--- config.mk ---
export PLATFORM = sky130hd
export DESIGN_NAME = delta_conv_pe
export DESIGN_NICKNAME = d
export VERILOG_FILES = /design/src/rtl/delta_conv_pe.sv
export SDC_FILE = /design/constraint.sdc
export NUM_CORES = 1
export LEC_CHECK = 0
export CAP_MARGIN = 15
export CORE_AREA = 2 2 213 215
export DETAILED_ROUTE_END_ITERATION = 10
export DIE_AREA = 0 0 215 217
export GPL_TIMING_DRIVEN = 0
export PLACE_DENSITY_LB_ADDON = 0.08
export SLEW_MARGIN = 20
export SYNTH_ARGS = -nofsm -noshare
export SYNTH_HDL_FRONTEND = slang
export SYNTH_SLANG_ARGS = --single-unit
--- constraint.sdc ---
create_clock -name clock_i -period 10.3 [get_ports clock_i]
set_input_delay 2.06 -clock clock_i [delete_from_list [all_inputs] [get_ports clock_i]]
set_output_delay 2.06 -clock clock_i [all_outputs]
set_load 0.1 [all_outputs]
--- src/rtl/delta_conv_pe.sv ---
// rtl/delta_conv_pe.sv - delta-weight convolution processing element
//
// One job takes an activation x at (ih, iw), a base weight w0, run-length
// coded signed weight deltas and a list of {channel, kh, kw} index entries.
// The running product p starts at x*w0 and is advanced by x*delta between
// runs. Each index entry becomes one partial-sum write to
// (channel, ih-kh, iw-kw). Entries that land outside the output map are
// retired in one cycle without a write.
//
// Ports
//   clock_i, reset_i           clock (rising edge), asynchronous active-high reset
//   start_i / busy_o / done_o  job request (sampled in IDLE), job active, completion pulse
//   input_val_i                activation x (signed)
//   input_height_index_i       activation row ih
//   input_width_index_i        activation column iw
//   weight_val_i               base weight w0 (signed)
//   base_sim_i                 number of entries that use w0
//   delta_vals_i               packed signed deltas, entry i at [i*DELTA_LEN +: DELTA_LEN]
//   delta_sims_i               packed run lengths, same packing
//   index_vals_i               packed {channel, kh, kw}, entry 0 in the LSBs
//   w_valid_o / w_ready_i      write handshake towards the output-buffer accumulator
//   w_channel_index_o          destination channel
//   w_height_index_o           destination row (ih-kh)
//   w_width_index_o            destination column (iw-kw)
//   w_val_o                    partial sum p (signed, wraps modulo 2^OUT_BIN_LEN)
//
// Build option
//   DELTA_PE_ZERO_SKIP_EN  when defined, entries are retired without a write
//                          while p == 0, at one entry per cycle.
//
// KERNEL_HEIGHT, KERNEL_WIDTH and OUTPUT_CHANNEL are expected to be powers of
// two of at least 2 so that every index field has a non-zero width.

module delta_conv_pe #(
    parameter int BIN_LEN        = 8,
    parameter int OUT_BIN_LEN    = 24,
    parameter int DELTA_LEN      = 4,
    parameter int DELTA_SIM_LEN  = 4,
    parameter int DELTA_NUM      = 7,
    parameter int INDEX_NUM      = 32,
    parameter int OUTPUT_CHANNEL = 4,
    parameter int KERNEL_HEIGHT  = 2,
    parameter int KERNEL_WIDTH   = 2,
    parameter int INPUT_HEIGHT   = 16,
    parameter int INPUT_WIDTH    = 16,
    localparam int CH_W  = $clog2(OUTPUT_CHANNEL),
    localparam int KH_W  = $clog2(KERNEL_HEIGHT),
    localparam int KW_W  = $clog2(KERNEL_WIDTH),
    localparam int IH_W  = $clog2(INPUT_HEIGHT),
    localparam int IW_W  = $clog2(INPUT_WIDTH),
    localparam int IDX_W = CH_W + KH_W + KW_W
) (
    input  logic                               clock_i,
    input  logic                               reset_i,
    input  logic                               start_i,
    output logic                               busy_o,
    input  logic [BIN_LEN-1:0]                 input_val_i,
    input  logic [IH_W-1:0]                    input_height_index_i,
    input  logic [IW_W-1:0]                    input_width_index_i,
    input  logic [BIN_LEN-1:0]                 weight_val_i,
    input  logic [DELTA_SIM_LEN-1:0]           base_sim_i,
    input  logic [DELTA_NUM*DELTA_LEN-1:0]     delta_vals_i,
    input  logic [DELTA_NUM*DELTA_SIM_LEN-1:0] delta_sims_i,
    input  logic [INDEX_NUM*IDX_W-1:0]         index_vals_i,
    output logic                               w_valid_o,
    input  logic                               w_ready_i,
    output logic [CH_W-1:0]                    w_channel_index_o,
    output logic [IH_W-1:0]                    w_height_index_o,
    output logic [IW_W-1:0]                    w_width_index_o,
    output logic [OUT_BIN_LEN-1:0]             w_val_o,
    output logic                               done_o
);

    localparam int E_W  = $clog2(INDEX_NUM + 1);
    localparam int EP_W = $clog2(INDEX_NUM);
    localparam int G_W  = $clog2(DELTA_NUM + 1);
    localparam int GP_W = $clog2(DELTA_NUM);

    localparam logic [E_W-1:0]  E_END = E_W'(INDEX_NUM);
    localparam logic [G_W-1:0]  G_END = G_W'(DELTA_NUM);
    localparam logic [IH_W:0]   OUT_H = (IH_W + 1)'(INPUT_HEIGHT - KERNEL_HEIGHT + 1);
    localparam logic [IW_W:0]   OUT_W = (IW_W + 1)'(INPUT_WIDTH - KERNEL_WIDTH + 1);

    typedef enum logic [1:0] {
        S_IDLE   = 2'd0,
        S_EMIT   = 2'd1,
        S_UPDATE = 2'd2,
        S_DONE   = 2'd3
    } state_t;

    state_t                             state_q, state_d;
    logic [BIN_LEN-1:0]                 x_q, x_d;
    logic [IH_W-1:0]                    ih_q, ih_d;
    logic [IW_W-1:0]                    iw_q, iw_d;
    logic [DELTA_NUM*DELTA_LEN-1:0]     dv_q, dv_d;
    logic [DELTA_NUM*DELTA_SIM_LEN-1:0] ds_q, ds_d;
    logic [INDEX_NUM*IDX_W-1:0]         idx_q, idx_d;
    logic [OUT_BIN_LEN-1:0]             p_q, p_d;
    logic [DELTA_SIM_LEN-1:0]           run_q, run_d;
    logic [E_W-1:0]                     e_q, e_d;
    logic [G_W-1:0]                     g_q, g_d;

    logic                               busy_q, busy_d;
    logic                               done_q, done_d;
    logic                               w_valid_q, w_valid_d;
    logic [CH_W-1:0]                    w_ch_q, w_ch_d;
    logic [IH_W-1:0]                    w_oh_q, w_oh_d;
    logic [IW_W-1:0]                    w_ow_q, w_ow_d;
    logic [OUT_BIN_LEN-1:0]             w_val_q, w_val_d;

    logic [DELTA_LEN-1:0]               delta_arr [DELTA_NUM];
    logic [DELTA_SIM_LEN-1:0]           sim_arr   [DELTA_NUM];
    logic [IDX_W-1:0]                   idx_arr   [INDEX_NUM];
    logic [GP_W-1:0]                    g_sel;
    logic [EP_W-1:0]                    e_sel;
    logic [IDX_W-1:0]                   ent;
    logic [CH_W-1:0]                    ent_ch;
    logic [KH_W-1:0]                    ent_kh;
    logic [KW_W-1:0]                    ent_kw;
    logic [IH_W:0]                      oh_ext;
    logic [IW_W:0]                      ow_ext;
    logic                               in_range;
    logic                               emit_ok;

    function automatic logic [OUT_BIN_LEN-1:0] sext_bin(input logic [BIN_LEN-1:0] v);
        return {{(OUT_BIN_LEN - BIN_LEN){v[BIN_LEN-1]}}, v};
    endfunction

    function automatic logic [OUT_BIN_LEN-1:0] sext_delta(input logic [DELTA_LEN-1:0] v);
        return {{(OUT_BIN_LEN - DELTA_LEN){v[DELTA_LEN-1]}}, v};
    endfunction

    // Delta groups come from the latched job; g can sit one past the last
    // group once every run is used up, so the selector is clamped.
    always_comb begin
        for (int i = 0; i < DELTA_NUM; i++) begin
            delta_arr[i] = dv_q[i*DELTA_LEN +: DELTA_LEN];
            sim_arr[i]   = ds_q[i*DELTA_SIM_LEN +: DELTA_SIM_LEN];
        end
        g_sel = (g_q < G_END) ? g_q[GP_W-1:0] : '0;
    end

    // Sequencing: entries, run counts and delta groups.
    always_comb begin
        state_d = state_q;
        x_d     = x_q;
        ih_d    = ih_q;
        iw_d    = iw_q;
        dv_d    = dv_q;
        ds_d    = ds_q;
        idx_d   = idx_q;
        p_d     = p_q;
        run_d   = run_q;
        e_d     = e_q;
        g_d     = g_q;

        unique case (state_q)
            S_IDLE: begin
                if (start_i) begin
                    x_d   = input_val_i;
                    ih_d  = input_height_index_i;
                    iw_d  = input_width_index_i;
                    dv_d  = delta_vals_i;
                    ds_d  = delta_sims_i;
                    idx_d = index_vals_i;
                    p_d   = sext_bin(input_val_i) * sext_bin(weight_val_i);
                    run_d = base_sim_i;
                    e_d   = '0;
                    g_d   = '0;
                    state_d = (base_sim_i == '0) ? S_UPDATE : S_EMIT;
                end
            end
            S_EMIT: begin
                // An entry without w_valid (dropped or skipped) retires
                // unconditionally; a real write retires on the handshake.
                if (!w_valid_q || w_ready_i) begin
                    e_d   = e_q + E_W'(1);
                    run_d = run_q - DELTA_SIM_LEN'(1);
                    if (e_d == E_END) begin
                        state_d = S_DONE;
                    end else if (run_d == '0) begin
                        state_d = (g_q == G_END) ? S_DONE : S_UPDATE;
                    end
                end
            end
            S_UPDATE: begin
                p_d   = p_q + sext_bin(x_q) * sext_delta(delta_arr[g_sel]);
                run_d = sim_arr[g_sel];
                g_d   = g_q + G_W'(1);
                if (run_d != '0) begin
                    state_d = S_EMIT;
                end else if (g_d == G_END) begin
                    state_d = S_DONE;
                end else begin
                    state_d = S_UPDATE;
                end
            end
            S_DONE: begin
                state_d = S_IDLE;
            end
            default: begin
                state_d = S_IDLE;
            end
        endcase
    end

    // Outputs are registered, so they are derived from the next-state
    // values: the entry that will be current after this edge decides
    // w_valid and the payload.
    always_comb begin
        for (int i = 0; i < INDEX_NUM; i++) begin
            idx_arr[i] = idx_d[i*IDX_W +: IDX_W];
        end
        e_sel  = (e_d < E_END) ? e_d[EP_W-1:0] : '0;
        ent    = idx_arr[e_sel];
        ent_ch = ent[IDX_W-1 -: CH_W];
        ent_kh = ent[KH_W+KW_W-1 -: KH_W];
        ent_kw = ent[KW_W-1:0];

        // One extra bit holds the sign of ih-kh / iw-kw.
        oh_ext = {1'b0, ih_d} - (IH_W + 1)'(ent_kh);
        ow_ext = {1'b0, iw_d} - (IW_W + 1)'(ent_kw);
        in_range = !oh_ext[IH_W] && (oh_ext < OUT_H) &&
                   !ow_ext[IW_W] && (ow_ext < OUT_W);

        emit_ok = (state_d == S_EMIT) && in_range;
`ifdef DELTA_PE_ZERO_SKIP_EN
        emit_ok = emit_ok && (p_d != '0);
`endif

        busy_d    = (state_d != S_IDLE);
        done_d    = (state_d == S_DONE);
        w_valid_d = emit_ok;

        // Payload is only reloaded for a real write; while stalled e_d
        // equals e_q, so the reload reproduces the same values.
        w_ch_d  = w_ch_q;
        w_oh_d  = w_oh_q;
        w_ow_d  = w_ow_q;
        w_val_d = w_val_q;
        if (emit_ok) begin
            w_ch_d  = ent_ch;
            w_oh_d  = oh_ext[IH_W-1:0];
            w_ow_d  = ow_ext[IW_W-1:0];
            w_val_d = p_d;
        end
    end

    always_ff @(posedge clock_i or posedge reset_i) begin
        if (reset_i) begin
            state_q   <= S_IDLE;
            x_q       <= '0;
            ih_q      <= '0;
            iw_q      <= '0;
            dv_q      <= '0;
            ds_q      <= '0;
            idx_q     <= '0;
            p_q       <= '0;
            run_q     <= '0;
            e_q       <= '0;
            g_q       <= '0;
            busy_q    <= 1'b0;
            done_q    <= 1'b0;
            w_valid_q <= 1'b0;
            w_ch_q    <= '0;
            w_oh_q    <= '0;
            w_ow_q    <= '0;
            w_val_q   <= '0;
        end else begin
            state_q   <= state_d;
            x_q       <= x_d;
            ih_q      <= ih_d;
            iw_q      <= iw_d;
            dv_q      <= dv_d;
            ds_q      <= ds_d;
            idx_q     <= idx_d;
            p_q       <= p_d;
            run_q     <= run_d;
            e_q       <= e_d;
            g_q       <= g_d;
            busy_q    <= busy_d;
            done_q    <= done_d;
            w_valid_q <= w_valid_d;
            w_ch_q    <= w_ch_d;
            w_oh_q    <= w_oh_d;
            w_ow_q    <= w_ow_d;
            w_val_q   <= w_val_d;
        end
    end

    assign busy_o            = busy_q;
    assign done_o            = done_q;
    assign w_valid_o         = w_valid_q;
    assign w_channel_index_o = w_ch_q;
    assign w_height_index_o  = w_oh_q;
    assign w_width_index_o   = w_ow_q;
    assign w_val_o           = w_val_q;

endmodule

==> qor.csv <==
stage,metric,value,unit
yosys,synthesis.nets,2326,
detailed_routing,drtIter0Drc,960,
cts,clock_tree.htree_level_count,2,
setup_path,critical_path.max_fanout,15,
floorplan,design.core.area,44700,um2
detailed_routing,routed_wirelength,52600,um
detailed_routing,met3_length,2250,um
cts,clk_path_buf_depth,3,
worst_hold_path,hold_path_class,reg -> reg,
setup_path,critical_path.endpoint_type,register,
finish,area_delta_synth_final,25.4,%
detailed_routing,drc,0,
detailed_routing,drtPass1Iterations,5,
global_route,first_pass_grt_wire_length,84900,um
cts,clock_tree_from_tritoncts,done,
setup_path,critPathRequiredTime,10.72,ns
sta,report.final.setup_viol,0,
setup_path,crit_path_top_delay_cell,fa_1,
sta,count_of_final_hold_check_violations,0,
detailed_routing,met2_length,25500,um
setup_path,worst_setup_path_start_kind,register,
yosys,leading_cell_types_by_total_area_after_synthesis,"dfrtp_1, nand2_1, fa_1",
setup_path,critical_path.reg2reg.startpoint,g_q[2],
global_route,grt.total_usage,23.3,%
cts,clk_latency,0.55,ns
placed_design,globalplace.congestion,0.874,
cts,post_cts_resized,0,
placed_design,buffer_ports.inserted,250,
cts,cts-buffers-inserted,34,
yosys,synth.lib_cells_used.distinct,88,
yosys,yosysTopAreaCellShare,39.5,%
yosys,synth-seq-cells,276,
detailed_routing,routed_via_density,5.08,
setup_path,timing.critical_path.arrival,9.10,ns
global_route,initial_antenna_violation_count,2,
yosys,post_synth_instance_area,17500,um2
global_route,grt_max_degree,101,
yosys,cell_count_after_synthesis,1948,
floorplan,floorplan.initialDensity,39.1,%
setup_path,worstSetupPathType,reg -> reg,
sta,fin_max_slew_vios,0,
placed_design,dpl.hpwl,40900,um
finish,final_core_util,49.1,%
finish,n_antenna_cell,0,
finish,num-fill-cells,4330,
sta,timing.clock.skew,0.0243,ns
sta,unrepaired_setup_endpoints_after_global_routing,no,
detailed_routing,drt-met1-wl,23200,um
cts,clk_root_buf,clkbuf_16,
global_route,via_count_of_the_first_global_routing_pass,15200,
floorplan,die_w,215,um
outcome,run_status,"finished, final reports clean",
finish,layout.nets,2614,
floorplan,floorplan.rows,78,
global_route,grt_overflow_total,0,
yosys,yosysWarningCount,0,
yosys,synthDominantAreaCellType,dfrtp_1,
floorplan,dieArea,46700,um2
yosys,synthesized_area_per_cell,8.98,um2
yosys,sequential_element_share_of_the_synthesized_area,39.5,%
cts,clk_pin_slew,0.06,ns
worst_hold_path,hold_path_startpoint,idx_q[120],
yosys,ys_dominant_reg_cell,dfrtp_1,
detailed_routing,detail_route.wl_per_cell,18.4,um
sta,min_period_over_period,84.3,%
setup_path,critical_path.startpoint,g_q[2],
detailed_routing,top_layer_used,met5,
finish,share_of_post_route_cells_with_drive_strength_above_1,6.73,%
cts,number_of_buffers_inserted_by_post_cts_setup_repair,0,
detailed_routing,count_of_vias_placed_by_the_detailed_router,14500,
floorplan,number_of_top_level_pins,253,
detailed_routing,drt.antenna.violating_nets,0,
sta,worst-slew-pin-transition,1.11,ns
cts,tritoncts_num_sinks,276,
yosys,async_sr_flop_fraction,100,%
setup_path,critical_path.most_common_cell,a21oi_1,
sta,slew_headroom,25.8,%
job,drv.max_cap_violation_count,0,
sta,finalWorstPathRequiredPeriod,8.69,ns
cts,hold_buffers,0,
sta,max_freq,0.115,GHz
yosys,synth_edf_count,0,
setup_path,critPathMaxStageDelay,0.51,ns
floorplan,dieHeight,217,um
==> final cells by class <==
type / count / area (um2) / share of cell area (%)
Multi-Input combinational cell: 1477 / 9780 / 44.6
Sequential cell: 276 / 6910 / 31.5
Timing Repair Buffer: 252 / 2560 / 11.7
Clock buffer: 49 / 1010 / 4.61
Tap cell: 600 / 751 / 3.42
Inverter: 109 / 417 / 1.90
Buffer: 86 / 402 / 1.83
Clock inverter: 11 / 114 / 0.519
==> stage by stage <==
step | TNS [ns] | instances | setup slack [ns] | cell area, um2 | hold WS (ns)
6_report | 0 | 2860 | 1.61 | 21900 | 0.466
2_1_floorplan | 0 | 1948 | 0.631 | 17500 | 0.433
4_1_cts | 0 | 2860 | 1.64 | 21900 | 0.469
3_3_place_gp | -887.61 | 2798 | -3.25 | 20700 | 0.450
3_5_place_dp | 0 | 2800 | 1.71 | 20800 | 0.454
5_1_grt | 0 | 2860 | 0.956 | 21900 | 0.480
==> registers in the layout, summed over array words and instances (netlist names) <==
signal	flops
x_q	8
idx_q	128
w_width_index_o	4
iw_q	4
ds_q	28
e_q	6
w_height_index_o	4
state_q	2
done_o	1
run_q	4
p_q	24
g_q	3
w_val_o	24
busy_o	1
dv_q	28
ih_q	4
w_valid_o	1
w_channel_index_o	2
==> metal layers <==
layer	vias up	track usage, %
met1	7051	30.8
met4	4	7.54
li1	7059	-
met3	89	3.69
met2	319	39.2
met5	-	0
==> layout by cell type, fill, tap and decap left out, types with 8 or more instances in the layout <==
cell / n
inv_1: 103
a21oi_1: 50
mux2_2: 12
mux4_2: 12
xnor2_1: 36
a31oi_1: 18
o21ai_0: 50
a21o_1: 12
and2_1: 55
o21ai_1: 10
nand2_1: 662
o21bai_1: 8
buf_1: 13
nor2_1: 74
clkbuf_1: 38
xor2_1: 17
mux2_1: 16
clkbuf_16: 37
nand2b_1: 16
nand3_1: 30
clkdlybuf4s50_1: 250
o22ai_1: 14
o211ai_1: 20
dfrtp_1: 276
nor2b_1: 8
a211oi_1: 12
nor3_1: 14
fa_1: 73
buf_2: 36
mux2i_1: 28
or3_1: 9
ha_1: 89
and3_1: 15
a22oi_1: 10
==> cells in the mapped netlist (all sizes together), types with 11 or more instances <==
library cell and number:
a31oi 18, fa 73, clkbuf 30, inv 108, and2 55, a21o 12, xor2 17, xnor2 38
a211oi 13, o21ai 60, nor3 14, nand2 663, nand3 31, buf 56, nand2b 16, dfrtp 276
ha 89, and3 15, mux4 15, nor2 76, mux2 29, mux2i 28, a21oi 51, o211ai 20
a22oi 11, o22ai 14
==> worst max-delay path, delay by kind of cell, from the launching register on <==
family / cells / cell delay (ns)
XOR/XNOR: 2 / 0.53
multiplexers: 2 / 0.67
flip-flops: 1 / 0.35
buffers and inverters: 6 / 1.28
adder cells (fa/ha/maj): 6 / 2.50
AO/OA/AOI/OAI: 12 / 2.46
AND/OR/NAND/NOR: 4 / 0.72
==> path summary, 6_finish.rpt <==
kind / end / slack (ns) / depth (start not counted)
worst max-delay path: w_val_o[21] / 1.61 / 32
worst max register to register: w_val_o[21] / 1.61 / 32
worst min-delay path: idx_q[120] / 0.47 / 2
worst min register to register: idx_q[120] / 0.47 / 2
max in group asynchronous: w_val_o[14] / 7.34 / 3
min in group asynchronous: w_width_index_o[3] / 2.02 / 2
==> kinds of logic after synthesis <==
kind of cell | count (synthesis) | synth area share, %
muxes | 72 | 5.49
DFF | 276 | 39.5
AOI/OAI and AO/OA | 270 | 10.6
adders and majority gates | 162 | 14.7
buffers and inverters | 195 | 4.63
and+or+nand+nor | 917 | 22.2
xor gates and xnor gates | 56 | 2.93
Power is not shown: default switching activity piles up to over one toggle a cycle in this logic, so the estimate is an artifact.
